**src/rtl/systolic_job_sched.sv**
```systemverilog
// Two-requester job scheduler feeding one systolic array: grant, stream load, drain wait, result readout.
// Optional job cycle counter is enabled by defining SYSTOLIC_JOB_SCHED_PERF_EN.
module systolic_job_sched #(
    parameter int size      = 4,
    parameter int nbits     = 16,
    parameter int DRAIN_CYC = 3*size
) (
    input  logic                     clk,
    input  logic                     rst,
    input  logic [1:0]               job_val,
    output logic [1:0]               job_rdy,
    input  logic [2*nbits-1:0]       x_msg,
    input  logic [1:0]               x_val,
    output logic [1:0]               x_rdy,
    input  logic [2*nbits-1:0]       w_msg,
    input  logic [1:0]               w_val,
    output logic [1:0]               w_rdy,
    output logic [nbits-1:0]         arr_x_msg,
    output logic                     arr_x_val,
    input  logic                     arr_x_rdy,
    output logic [nbits-1:0]         arr_w_msg,
    output logic                     arr_w_val,
    input  logic                     arr_w_rdy,
    output logic [$clog2(size)-1:0]  arr_rsel,
    output logic [$clog2(size)-1:0]  arr_csel,
    input  logic [nbits-1:0]         arr_out,
    output logic [nbits-1:0]         res_msg,
    output logic                     res_id,
    output logic                     res_last,
    output logic                     res_val,
    input  logic                     res_rdy,
    output logic                     busy,
    output logic [31:0]              job_cycles
);
    localparam int SW = $clog2(size);
    localparam int NW = $clog2(size*size+1);
    localparam logic [NW-1:0] NTOT  = NW'(size*size);
    localparam logic [NW-1:0] NLAST = NW'(size*size-1);
    localparam logic [SW-1:0] SMAX  = SW'(size-1);

    typedef enum logic [1:0] {IDLE, LOAD, DRAIN, READ} state_t;

    state_t          r_state;
    logic            r_owner;
    logic            r_prio;
    logic            r_hold;
    logic [NW-1:0]   r_xcnt;
    logic [NW-1:0]   r_wcnt;
    logic [31:0]     r_dcnt;
    logic [SW-1:0]   r_rsel;
    logic [SW-1:0]   r_csel;

    logic w_grant, w_gid;
    logic w_xact, w_wact, w_xsrc_val, w_wsrc_val;
    logic w_xfire, w_wfire, w_xdone, w_wdone;
    logic w_last, w_rfire;

    // r_hold keeps every output quiet for the first cycle after a reset edge
    assign w_grant    = (r_state == IDLE) && !r_hold && (|job_val);
    assign w_gid      = (job_val == 2'b11) ? r_prio : job_val[1];
    assign w_xact     = (r_state == LOAD) && (r_xcnt != NTOT);
    assign w_wact     = (r_state == LOAD) && (r_wcnt != NTOT);
    assign w_xsrc_val = r_owner ? x_val[1] : x_val[0];
    assign w_wsrc_val = r_owner ? w_val[1] : w_val[0];
    assign w_xfire    = w_xact && w_xsrc_val && arr_x_rdy;
    assign w_wfire    = w_wact && w_wsrc_val && arr_w_rdy;
    assign w_xdone    = (r_xcnt == NTOT) || ((r_xcnt == NLAST) && w_xfire);
    assign w_wdone    = (r_wcnt == NTOT) || ((r_wcnt == NLAST) && w_wfire);
    assign w_last     = (r_rsel == SMAX) && (r_csel == SMAX);
    assign w_rfire    = (r_state == READ) && res_rdy;

    always_comb begin
        job_rdy = 2'b00;
        if (w_grant) job_rdy[w_gid] = 1'b1;
        x_rdy = 2'b00;
        if (w_xact) x_rdy[r_owner] = arr_x_rdy;
        w_rdy = 2'b00;
        if (w_wact) w_rdy[r_owner] = arr_w_rdy;
    end

    assign arr_x_val = w_xact && w_xsrc_val;
    assign arr_w_val = w_wact && w_wsrc_val;
    assign arr_x_msg = (r_state != LOAD) ? '0 : (r_owner ? x_msg[2*nbits-1:nbits] : x_msg[nbits-1:0]);
    assign arr_w_msg = (r_state != LOAD) ? '0 : (r_owner ? w_msg[2*nbits-1:nbits] : w_msg[nbits-1:0]);
    assign arr_rsel  = r_rsel;
    assign arr_csel  = r_csel;
    assign res_val   = (r_state == READ);
    assign res_msg   = res_val ? arr_out : '0;
    assign res_id    = res_val && r_owner;
    assign res_last  = res_val && w_last;
    assign busy      = (r_state != IDLE);

    always_ff @(posedge clk) begin
        if (!rst) begin
            r_state <= IDLE;
            r_owner <= 1'b0;
            r_prio  <= 1'b0;
            r_hold  <= 1'b1;
            r_xcnt  <= '0;
            r_wcnt  <= '0;
            r_dcnt  <= '0;
            r_rsel  <= '0;
            r_csel  <= '0;
        end else begin
            r_hold <= 1'b0;
            case (r_state)
                IDLE: if (w_grant) begin
                    r_owner <= w_gid;
                    r_xcnt  <= '0;
                    r_wcnt  <= '0;
                    r_state <= LOAD;
                end
                LOAD: begin
                    if (w_xfire) r_xcnt <= r_xcnt + 1'b1;
                    if (w_wfire) r_wcnt <= r_wcnt + 1'b1;
                    if (w_xdone && w_wdone) begin
                        r_dcnt  <= '0;
                        r_state <= DRAIN;
                    end
                end
                DRAIN: if (r_dcnt == 32'(DRAIN_CYC-1)) begin
                    r_rsel  <= '0;
                    r_csel  <= '0;
                    r_state <= READ;
                end else begin
                    r_dcnt <= r_dcnt + 32'd1;
                end
                READ: if (w_rfire) begin
                    if (w_last) begin
                        r_rsel  <= '0;
                        r_csel  <= '0;
                        r_prio  <= ~r_owner;
                        r_state <= IDLE;
                    end else if (r_csel == SMAX) begin
                        r_csel <= '0;
                        r_rsel <= r_rsel + 1'b1;
                    end else begin
                        r_csel <= r_csel + 1'b1;
                    end
                end
                default: r_state <= IDLE;
            endcase
        end
    end

`ifdef SYSTOLIC_JOB_SCHED_PERF_EN
    logic [31:0] r_perf;
    logic [31:0] r_jc;

    function automatic logic [31:0] sat_inc(input logic [31:0] v);
        return (v == 32'hFFFF_FFFF) ? v : v + 32'd1;
    endfunction

    // the grant cycle counts as 1; the completing fire cycle is added on load
    always_ff @(posedge clk) begin
        if (!rst) begin
            r_perf <= '0;
            r_jc   <= '0;
        end else begin
            if (w_grant) r_perf <= 32'd1;
            else if (r_state != IDLE) r_perf <= sat_inc(r_perf);
            if (w_rfire && w_last) r_jc <= sat_inc(r_perf);
        end
    end

    assign job_cycles = r_jc;
`else
    assign job_cycles = '0;
`endif
endmodule

```
**config.mk**
```make
export PLATFORM = sky130hd
export DESIGN_NAME = systolic_job_sched
export DESIGN_NICKNAME = d
export VERILOG_FILES = /design/src/rtl/systolic_job_sched.sv
export SDC_FILE = /design/constraint.sdc
export NUM_CORES = 1
export LEC_CHECK = 0
export CAP_MARGIN = 5
export CORE_ASPECT_RATIO = 1.5
export CORE_MARGIN = 1.5
export CORE_UTILIZATION = 42
export CTS_CLUSTER_DIAMETER = 80
export DETAILED_ROUTE_END_ITERATION = 8
export HOLD_SLACK_MARGIN = 0.12
export PLACE_DENSITY = 0.89
export SLEW_MARGIN = 30
export SYNTH_ARGS = -nofsm -noshare
export SYNTH_HDL_FRONTEND = slang
export SYNTH_SLANG_ARGS = --single-unit
```
**constraint.sdc**
```tcl
create_clock -name clk -period 2.6 [get_ports clk]
set_clock_uncertainty 0.05 [all_clocks]
set_input_delay 0.39 -clock clk [delete_from_list [all_inputs] [get_ports clk]]
set_output_delay 0.39 -clock clk [all_outputs]
set_load 0.1 [all_outputs]
```
=== After elaboration in Yosys (flattened, before gate mapping) ===
Index checks and enable logic that the tools add are counted.

* Flip-flop bits (word level): 51
* Input bits: 91
* Output and inout port bits: 96
* Logic and storage cells: 117

* Add/sub/neg operators: 5
* Order comparisons: 4
* Equality and inequality tests: 23
* Mux-type cells: 39
* Bitwise operators: 3
* Reductions and logical operators: 34

{| class="wikitable"
|+ Operator list
! cell !! number
|-
| 16-bit 2-to-1 mux || 5
|-
| 32-bit 2-to-1 mux || 2
|-
| 32-bit case mux with 2 select lines || 1
|-
| 32-bit by 1-bit adder with 32-bit output (second input constant) || 1
|-
| 32-bit by 4-bit equality test with 1-bit output (second input constant) || 1
|-
| 2-bit 2-to-1 mux || 15
|-
| 5-bit case mux with 2 select lines || 2
|-
| 1-bit logical AND || 17
|-
| 5-bit 2-to-1 mux || 3
|-
| 3-bit AND reduction || 5
|-
| 5-bit by 1-bit adder with 5-bit output (second input constant) || 2
|-
| 2-bit equality test (second input constant) || 5
|-
| 5-bit by 4-bit equality test with 1-bit output (second input constant) || 2
|-
| 5-bit equality test (second input constant) || 2
|-
| 2-bit != test (second input constant) || 5
|-
| 5-bit != test (second input constant) || 2
|-
| 2-bit by 1-bit != test with 1-bit output (second input constant) || 4
|-
| 2-bit case mux with 2 select lines || 2
|-
| 2-bit case mux with 4 select lines || 1
|-
| 2-bit nonzero test || 4
|-
| 1-bit 2-to-1 mux || 6
|-
| 5-bit AND reduction || 1
|-
| 2-bit by 1-bit adder with 2-bit output (second input constant) || 2
|-
| 2-bit bitwise AND || 2
|-
| other kinds (12) || 16
|}

=== Longest topological paths before layout ===
Gate-level depths: netlist of run 1.

* Depth in word-level cells: 9
* Gate-level depth with buffers: 9
* Depth with buffers taken out: 8

=== Least setup slack after synthesis of run 1 ===
OpenSTA, ideal clock, no wires.

* Path kind: flip-flop to output port
* Start point: register r_state[1]
* End point: output port arr_w_val
* Data arrival time: 3.267 ns
* Data required time: 2.160 ns
* Setup slack: -1.107 ns
* Stages on the path, launching flop included: 7
* Buffers on the path: 2
* Cell sequence: dfxtp_1 > inv_1 > ha_1 > buf_2 > inv_1 > clkbuf_1 > nor3_1

* Cells in the longest elaborated chain, start to end: 3

{| class="wikitable"
|+ Ends and longest elaborated chain
! what !! RTL line !! RTL
|-
| start, declared || 43 || <nowiki>state_t r_state;</nowiki>
|-
| start signal, assigned || 95 || <nowiki>r_state <= IDLE;</nowiki>
|-
| start signal, assigned || 111 || <nowiki>r_state <= LOAD;</nowiki>
|-
| start signal, assigned || 118 || <nowiki>r_state <= DRAIN;</nowiki>
|-
| 2-bit by 1-bit equality test with 1-bit output || 62 || <nowiki>assign w_wact = (r_state == LOAD) && (r_wcnt != NTOT);</nowiki>
|-
| 1-bit logical AND || 62 ||
|-
| 1-bit logical AND || 82 || <nowiki>assign arr_w_val = w_wact && w_wsrc_val;</nowiki>
|-
| end, declared || 22 || <nowiki>output logic arr_w_val,</nowiki>
|}

No other way between the ends.

=== Worst setup path in the final report of run 1 ===
* Start point: register r_state[1]
* End point: output port w_rdy[0]

* Cells in the longest elaborated chain, start to end: 3

{| class="wikitable"
|+ Ends and longest elaborated chain
! what !! RTL line !! RTL
|-
| 2-bit by 1-bit equality test with 1-bit output || 62 ||
|-
| 1-bit logical AND || 62 ||
|-
| 2-bit 2-to-1 mux || 78 || <nowiki>if (w_wact) w_rdy[r_owner] = arr_w_rdy;</nowiki>
|-
| end, declared || 17 || <nowiki>output logic [1:0] w_rdy,</nowiki>
|}

No other way between the ends.

==> results.yml, run 1 <==
run_status:
  outcome: "completed"
grt:
  grt_max_degree: 38
  grt_overflow: 0
  antenna_found_initial: 0
  track_usage_pct: 28.63
  grt_pass1_wl_mm: 21.82
  grt_pass1_vias: 4514
detailed_routing:
  viasPerCell: 5.760
  ant_nets: 0
  drc_errors: 0
  drt_iter0_markers: 530
  wl_mm: 13.94
  vias: 4493
  wl_per_cell_um: 17.88
  dr.pass1.iters: 6
synthesis:
  synth_area_leaders: "dfxtp_1, mux2i_1, buf_4, nor2_1, ha_1"
  yosysUniqueCellTypes: 63
  yosysTopAreaCellShare_pct: 25.83
  syn_area_mm2: 0.003953
  yosysTopAreaCell: "dfxtp_1"
  ys.flop_type: "dfxtp_1"
  yosysSeqAreaShare_pct: 25.83
  ys_warn_count: 0
  synth-edff-count: 0
  synthesis.instances: 507
  async_reset_ff_share_pct: 0
  synth_area_per_cell_um2: 7.796
  synth_seq_cells: 51
floorplan:
  die_h_um: 121.8
  rows: 43
  die_w_um: 82.21
  dieArea_mm2: 0.01001
  io_pins: 187
  core_mm2: 0.009200
  start_util_pct: 42.96
sta:
  rsz0062_at_grt: "false"
  setup_viol: 0
  min_period_ns: 2.497
  tightestPinTransition_ns: 0.5956
  max_slew_margin_pct: 59.75
  fmax_ghz: 0.4004
  finalHoldViolCount: 0
  fin_ws_ns: 0.1027
  slew_viol_final: 0
  final.period_utilization_pct: 96.05
clock_network:
  cts_buffers: 5
  cts.sinks: 51
  insertion_delay_ns: 0.30
  path_clk_slew_ns: 0.07
  cts_tree: "built"
  post-cts-setup-buffer-count: 0
  ctsLongestPathBuffers: 2
  cts_root_buf: "clkbuf_16"
  cts_hold_buf: 0
  cts.repair.resized: 0
  h-tree-depth: 2
critical_path:
  crit_arrival_ns: 2.06
  critical_path_class: "register to primary output"
  critical_path.startpoint_type: "register"
  crit_fanout: 11
  cp.required_ns: 2.16
  cp-end-kind: "primary output"
job:
  max_cap_violations: 0
placed_design:
  place_ws_ns: 0.1781
  place_area_mm2: 0.006300
  port_buffers: 154
  place.gp.congestion: 0.9648
  dp_hpwl_mm: 11.48
pwr:
  powerDensity_mw_per_mm2: 939.4
  fin_total_pwr_w: 0.006055
  ir_drop_uv: 1118
  power.static_leakage_nw: 2.444
final_layout:
  antenna_cells: 0
  drive_gt1_share_pct: 19.61
  post-route-util_pct: 70.05
  stdcell_area_mm2: 0.006445
  area_growth_pct: 63.06
  nets: 772
worst_hold_path:
  hp-class: "register to register"
cell type report:
cell class                 instances  area, um2
tap                              112      140.1
inverter                          21      78.83
timing repair buffer             180       2340
clock inverter                     2      16.27
clock buffer                       6      128.9
sequential                        51       1022
fill                             656       2755
multi-input combinational        408       2719
kinds of logic (layout without fill, tap and decap cells):
| logic type | Yosys count | in the layout | share of synthesized area [%] |
|---|---|---|---|
| muxes | 41 | 41 | 10.76 |
| AOI/OAI and AO/OA | 81 | 81 | 13.93 |
| adders and majority gates | 14 | 14 | 4.432 |
| and+or+nand+nor | 231 | 231 | 31.85 |
| buffers and inverters | 79 | 209 | 11.11 |
| xor gates and xnor gates | 9 | 9 | 1.994 |
| DFF | 51 | 51 | 25.83 |
| other | 1 | 32 | 0.09488 |
cells in the final DEF (no fill, tap or decap), types with 10 or more instances in the layout:
| cell type | count |
|---|---|
| buf_4 | 29 |
| clkdlybuf4s50_1 | 90 |
| dfxtp_1 | 50 |
| nor4_1 | 10 |
| nand2_1 | 35 |
| o21ai_0 | 17 |
| nand3_1 | 17 |
| a21oi_1 | 26 |
| ha_1 | 14 |
| and2_1 | 17 |
| nor2_4 | 12 |
| conb_1 | 32 |
| nor2_1 | 49 |
| nand4_1 | 21 |
| buf_12 | 61 |
| o31ai_1 | 12 |
| mux2i_1 | 38 |
| or3_1 | 15 |
| or4_1 | 14 |
| inv_1 | 19 |
synth_stat cells, types with 2 or more instances:
library cell and n:
a211oi_1 2, a21oi_1 26, a31oi_1 2, and2_1 17, and3_1 9, buf_1 7
buf_2 12, buf_4 32, clkbuf_1 6, dfxtp_1 51, ha_1 14, inv_1 20
mux2_2 2, mux2i_1 38, nand2_1 35, nand2b_1 3, nand3_1 17, nand4_1 21
nand4b_1 2, nor2_1 63, nor3_1 9, nor3b_1 2, nor4_1 10, nor4b_1 2
o211ai_1 4, o21ai_0 17, o31a_1 2, o31ai_1 13, or3_1 15, or4_1 14
xnor2_1 4, xor2_1 5
stage by stage:
step / cells / hold slack, ns / TNS [ns]
2_1_floorplan: 538 / 0.4074 / -19.53
3_3_place_gp: 772 / 0.4217 / 0
3_5_place_dp: 772 / 0.4464 / 0
4_1_cts: 780 / 0.4567 / 0
5_1_grt: 780 / 0.4751 / 0
6_report: 780 / 0.4578 / 0
routing by layer:
layer	vias up	GRT usage [%]	wire length (um)
met3	53	6.292	1277
met5	-	0	0
met1	2068	31.33	4753
li1	2084	-	-
met2	288	50.15	7171
met4	0	14.62	742
final timing paths:
path / slack (ns) / cells past startpoint / to / startpoint
hold reg to reg: 0.46 / 2 / r_wcnt[1] / r_wcnt[1]
setup / recovery: 0.10 / 6 / w_rdy[0] / r_state[1]
setup reg to reg: 0.15 / 9 / r_state[0] / r_wcnt[1]
hold / removal: 0.46 / 2 / r_wcnt[1] / r_wcnt[1]
power by group:
group / leakage [nW] / switching (W) / internal, W
clock: 0.0675 / 0.000306 / 0.000361
combinational: 1.96 / 0.00304 / 0.00146
sequential: 0.412 / 0.0000561 / 0.000825
total: 2.44 / 0.00341 / 0.00265
worst max-delay path: stages, from the launching register on:
cell and delay, ns:
dfxtp_1 0.35, inv_1 0.12, ha_1 0.31, inv_2 0.16
or3_1 0.42, nor2_1 0.19, buf_12 0.20
registers in the layout, indices dropped and copies added (netlist names):
name and flops:
r_state 2, r_owner 1, r_hold 1, arr_csel 2, r_xcnt 5, arr_rsel 2
r_wcnt 5, r_dcnt 32, r_prio 1
Note: power is estimated with default switching activity, not from simulation.
==> run 2, diff against run 1 <==
--- a/config.mk
+++ b/config.mk
@@ -6,14 +6,14 @@
 export NUM_CORES = 1
 export LEC_CHECK = 0
 export CAP_MARGIN = 5
-export CORE_ASPECT_RATIO = 1.5
+export CORE_ASPECT_RATIO = 1.25
 export CORE_MARGIN = 1.5
 export CORE_UTILIZATION = 42
 export CTS_CLUSTER_DIAMETER = 80
 export DETAILED_ROUTE_END_ITERATION = 8
 export HOLD_SLACK_MARGIN = 0.12
 export PLACE_DENSITY = 0.89
-export SLEW_MARGIN = 30
+export SLEW_MARGIN = 15
 export SYNTH_ARGS = -nofsm -noshare
 export SYNTH_HDL_FRONTEND = slang
 export SYNTH_SLANG_ARGS = --single-unit
==> run 2 against run 1 <==
Sequential cell count is the same. First-iteration DRC count shrank 56%. Sequential share of layout area grew 0.14 points. Combinational power shrank 2%. Critical path type unchanged.
==> results.yml, run 2 (synthesis results as in run 1) <==
run_status:
  outcome: "completed"
sta:
  min_period_ns: 2.433
  slew_viol_final: 0
  whs_ns: 0.4609
  tightestPinTransition_ns: 0.7518
  final.period_utilization_pct: 93.59
  setup-tns-final_ns: 0
  setup_viol: 0
  fmax_ghz: 0.4110
  finalHoldViolCount: 0
  max_slew_margin_pct: 49.45
  rsz0062_at_grt: "false"
final_layout:
  area_growth_pct: 61.60
  fillers: 626
  antenna_cells: 0
  largest_reg_flops: 32
  top_register: "r_dcnt"
  mostFrequentLayoutCells: "clkdlybuf4s50_1, buf_12, dfxtp_1, nor2_1, mux2i_1"
  layout_commonest_cell: "clkdlybuf4s50_1"
  stdcell_count: 780
  nets: 761
  largestRegisters: "r_dcnt: 32 flops, r_wcnt: 5 flops, r_xcnt: 5 flops"
  drive_gt1_share_pct: 18.57
detailed_routing:
  wl_mm: 13.30
  wl_per_cell_um: 17.05
  drt_iter0_markers: 232
  ant_nets: 0
  vias: 4373
  drc_errors: 0
  dr.pass1.iters: 5
  viasPerCell: 5.606
floorplan:
  io_pins: 187
  dieArea_mm2: 0.01001
  core_mm2: 0.009125
  start_util_pct: 43.32
  die_h_um: 111.5
  rows: 39
  die_w_um: 89.77
clock_network:
  h-tree-depth: 2
  post-cts-setup-buffer-count: 0
  cts_buffers: 5
  cts_tree: "built"
  cts_hold_buf: 0
  path_clk_slew_ns: 0.08
  insertion_delay_ns: 0.30
  cts.sinks: 51
  cts_root_buf: "clkbuf_16"
  cts.repair.resized: 0
  ctsLongestPathBuffers: 2
critical_path:
  critical_path.startpoint_type: "register"
  crit_arrival_ns: 1.99
  cp.required_ns: 2.16
  cp-end-kind: "primary output"
  critical_path_class: "register to primary output"
  crit_fanout: 7
pwr:
  power.static_leakage_nw: 2.401
  ir_drop_uv: 993.7
  powerDensity_mw_per_mm2: 935.0
worst_hold_path:
  hp-class: "register to register"
grt:
  grt_pass1_wl_mm: 21.18
  grt_max_degree: 38
  track_usage_pct: 25.67
  antenna_found_initial: 0
  grt_overflow: 0
  grt_pass1_vias: 4558
placed_design:
  dp_hpwl_mm: 10.69
  port_buffers: 154
  dpl.cell_count: 772
  place.gp.congestion: 0.8869
job:
  max_cap_violations: 0
run 2: area by class of cell:
cell class | instances | area [um2] | area share, %
multi-input cells | 408 | 2721 | 42.61
repair buffers | 169 | 2257 | 35.34
flip-flops and latches | 51 | 1022 | 16.00
well taps | 123 | 153.9 | 2.409
clock buffers | 5 | 125.1 | 1.959
inverters | 21 | 78.83 | 1.234
clock inverters | 3 | 28.78 | 0.4505
run 2: report_power, final:
part	internal (W)	switching (W)
Combinational	0.00141	0.00300
Sequential	0.000825	0.0000487
Clock	0.000368	0.000319
Total	0.00260	0.00337
run 2: layer usage:
layer | track usage (%) | share of wire, %
met5 | 0 | 0
met4 | 10.90 | 3.3
met3 | 7.377 | 8.0
met2 | 50.74 | 56
met1 | 24.29 | 33
run 2: through the flow:
stage               setup WS, ns  instance area (um2)  total power, W  util (%)
finish                    0.1668                 6387        0.005972     70.00
global route             0.06735                 6387        0.006152     70.00
CTS                      0.09875                 6385        0.005955     69.97
detailed placement        0.1800                 6231        0.005274     68.28
global placement          0.2564                 6231        0.005179     68.28
floorplan                -0.6769                 4174        0.003826         -
run 2: final timing paths:
path | from | end | slack (ns) | cells past startpoint
worst max-delay path | r_state[1] | w_rdy[0] | 0.17 | 6
worst min-delay path | r_dcnt[1] | r_dcnt[1] | 0.46 | 2
worst max register to register | r_xcnt[0] | r_dcnt[2] | 0.21 | 8
worst min register to register | r_dcnt[1] | r_dcnt[1] | 0.46 | 2
run 2: critical path: stages (launching register included):
cell and delay [ns]:
dfxtp_1 0.34, inv_1 0.12, ha_2 0.28, inv_2 0.08, or3_1 0.42, nor2_1 0.23, buf_12 0.21
==> run 3, diff against run 2 <==
--- a/config.mk
+++ b/config.mk
@@ -12,7 +12,7 @@
 export CTS_CLUSTER_DIAMETER = 80
 export DETAILED_ROUTE_END_ITERATION = 8
 export HOLD_SLACK_MARGIN = 0.12
-export PLACE_DENSITY = 0.89
+export PLACE_DENSITY = 0.82
 export SLEW_MARGIN = 15
 export SYNTH_ARGS = -nofsm -noshare
 export SYNTH_HDL_FRONTEND = slang
==> run 3 against run 2 <==
First-iteration DRC count fell by 6.5%. Critical path depth did not move. Count of clock-buffer cells in the layout did not move. Core utilization fell by 0.096 points. Highest routed layer unchanged. Largest power group unchanged. Total power fell by 0.90%. Maximum frequency fell by 1.7%. Non-clock buffer count fell by 1. Cell area fell by 0.14%. Sequential share of layout area barely moved. Worst setup slack got worse by 0.043 ns. Global-route usage fell by 1.1 points. Clock power barely moved.
==> results.yml, run 3 (synthesis results as in run 1) <==
pwr:
  powerDensity_mw_per_mm2: 927.9
  ir_drop_uv: 1014
  seqPwrFrac_pct: 14.8
  power.static_leakage_nw: 2.366
  power_frac_clock_pct: 11.6
  net-switching-power_w: 0.003340
  switching_share_pct: 56.43
  intPower_w: 0.002579
  p_comb_share_pct: 73.7
floorplan:
  start_util_pct: 43.32
  io_pins: 187
  dieArea_mm2: 0.01001
  die_h_um: 111.5
  die_w_um: 89.77
  rows: 39
  core_mm2: 0.009125
sta:
  min_period_ns: 2.476
  final.period_utilization_pct: 95.22
  rsz0062_at_grt: "false"
  tightestPinTransition_ns: 0.7416
  max_slew_margin_pct: 50.14
  fmax_ghz: 0.4039
  slew_viol_final: 0
  finalHoldViolCount: 0
  setup_viol: 0
placed_design:
  place.gp.congestion: 0.9108
  port_buffers: 154
  dpl.cell_count: 771
  dp_hpwl_mm: 10.35
  place_area_mm2: 0.006211
grt:
  grt_max_degree: 38
  grt_pass1_wl_mm: 20.17
  antenna_found_initial: 0
  track_usage_pct: 24.56
  grt_pass1_vias: 4261
  grt_overflow: 0
run_status:
  outcome: "completed"
final_layout:
  mostFrequentLayoutCells: "clkdlybuf4s50_1, buf_12, dfxtp_1, nor2_1, mux2i_1"
  stdcell_count: 779
  largestRegisters: "r_dcnt: 32 flops, r_wcnt: 5 flops, r_xcnt: 5 flops"
  area_growth_pct: 61.38
  multi_input_area_mm2: 0.002733
  nets: 760
  stdcell_area_mm2: 0.006379
  top_register: "r_dcnt"
  layout_commonest_cell: "clkdlybuf4s50_1"
  drive_gt1_share_pct: 18.60
  antenna_cells: 0
  fillers: 673
  regArea_mm2: 0.001022
  largest_reg_flops: 32
detailed_routing:
  wl_mm: 12.64
  drt_iter0_markers: 217
  ant_nets: 0
  drc_errors: 0
  wl_per_cell_um: 16.23
  dr.pass1.iters: 5
  vias: 4344
  viasPerCell: 5.576
worst_hold_path:
  hold_start: "r_wcnt[1]"
  hp-class: "register to register"
clock_network:
  ctsLongestPathBuffers: 2
  cts_tree: "built"
  insertion_delay_ns: 0.30
  cts_buffers: 5
  path_clk_slew_ns: 0.08
  cts_root_buf: "clkbuf_16"
  cts.sinks: 51
  h-tree-depth: 2
critical_path:
  critical_path_class: "register to primary output"
  crit_fanout: 9
  critical_path.startpoint_type: "register"
  startpoint: "r_state[1]"
  rr_startpoint: "r_xcnt[0]"
  cp.required_ns: 2.16
  cp-end-kind: "primary output"
  crit_arrival_ns: 2.04
job:
  max_cap_violations: 0
[run 3: critical path, stage by stage, from the launching register on]
cell,delay (ns)
dfxtp_1,0.34
inv_1,0.11
ha_2,0.31
inv_2,0.08
or3_1,0.46
nor2_1,0.22
buf_12,0.21
[run 3: area by class of cell]
cell class	count	area share [%]
clock buffers	5	1.962
clock inverters	3	0.4512
inverters	21	1.236
multi-input cells	408	42.84
flip-flops and latches	51	16.03
well taps	123	2.413
repair buffers	168	35.07
[run 3: timing repair]
action | CTS | global route
hold buffers | 0 | 0
endpoints found under the setup margin | 1 | 3
resized for setup | 1 | 2
endpoints found under the hold margin | 0 | 0
pin swaps | 0 | 0
buffers inserted | 0 | 0
[run 3: final timing paths]
kind | endpoint | slack [ns] | cells after the start
worst min-delay path | r_wcnt[1] | 0.45 | 2
worst max register to register | r_dcnt[7] | 0.23 | 8
worst max-delay path | w_rdy[1] | 0.12 | 6
worst min register to register | r_wcnt[1] | 0.45 | 2
[run 3: power groups by stage]
| stage | clock, W | sequential (W) | combinational, W |
|---|---|---|---|
| 2_1_floorplan | 0 | 0.000916 | 0.00291 |
| 3_3_place_gp | 0 | 0.000886 | 0.00429 |
| 3_5_place_dp | 0 | 0.000891 | 0.00435 |
| 4_1_cts | 0.000691 | 0.000873 | 0.00436 |
| 5_1_grt | 0.000723 | 0.000882 | 0.00453 |
| 6_report | 0.000684 | 0.000874 | 0.00436 |
[run 3: metrics by stage]
stage          power [W]  setup WS (ns)  hold slack (ns)  TNS (ns)  utilization (%)
2_1_floorplan   0.003826        -0.6769           0.4074    -19.53                -
3_3_place_gp    0.005176         0.2341           0.4193         0            68.07
3_5_place_dp    0.005241         0.1247           0.4343         0            68.07
4_1_cts         0.005925        0.04098           0.4451         0            69.78
5_1_grt         0.006131        0.02578           0.4779         0            69.90
6_report        0.005919         0.1242           0.4465         0            69.90
[run 3: metal layers]
metal | routed length [um] | track usage (%)
met1 | 4214 | 22.89
met2 | 6984 | 49.36
met3 | 1005 | 7.104
met4 | 439 | 9.524
met5 | 0 | 0
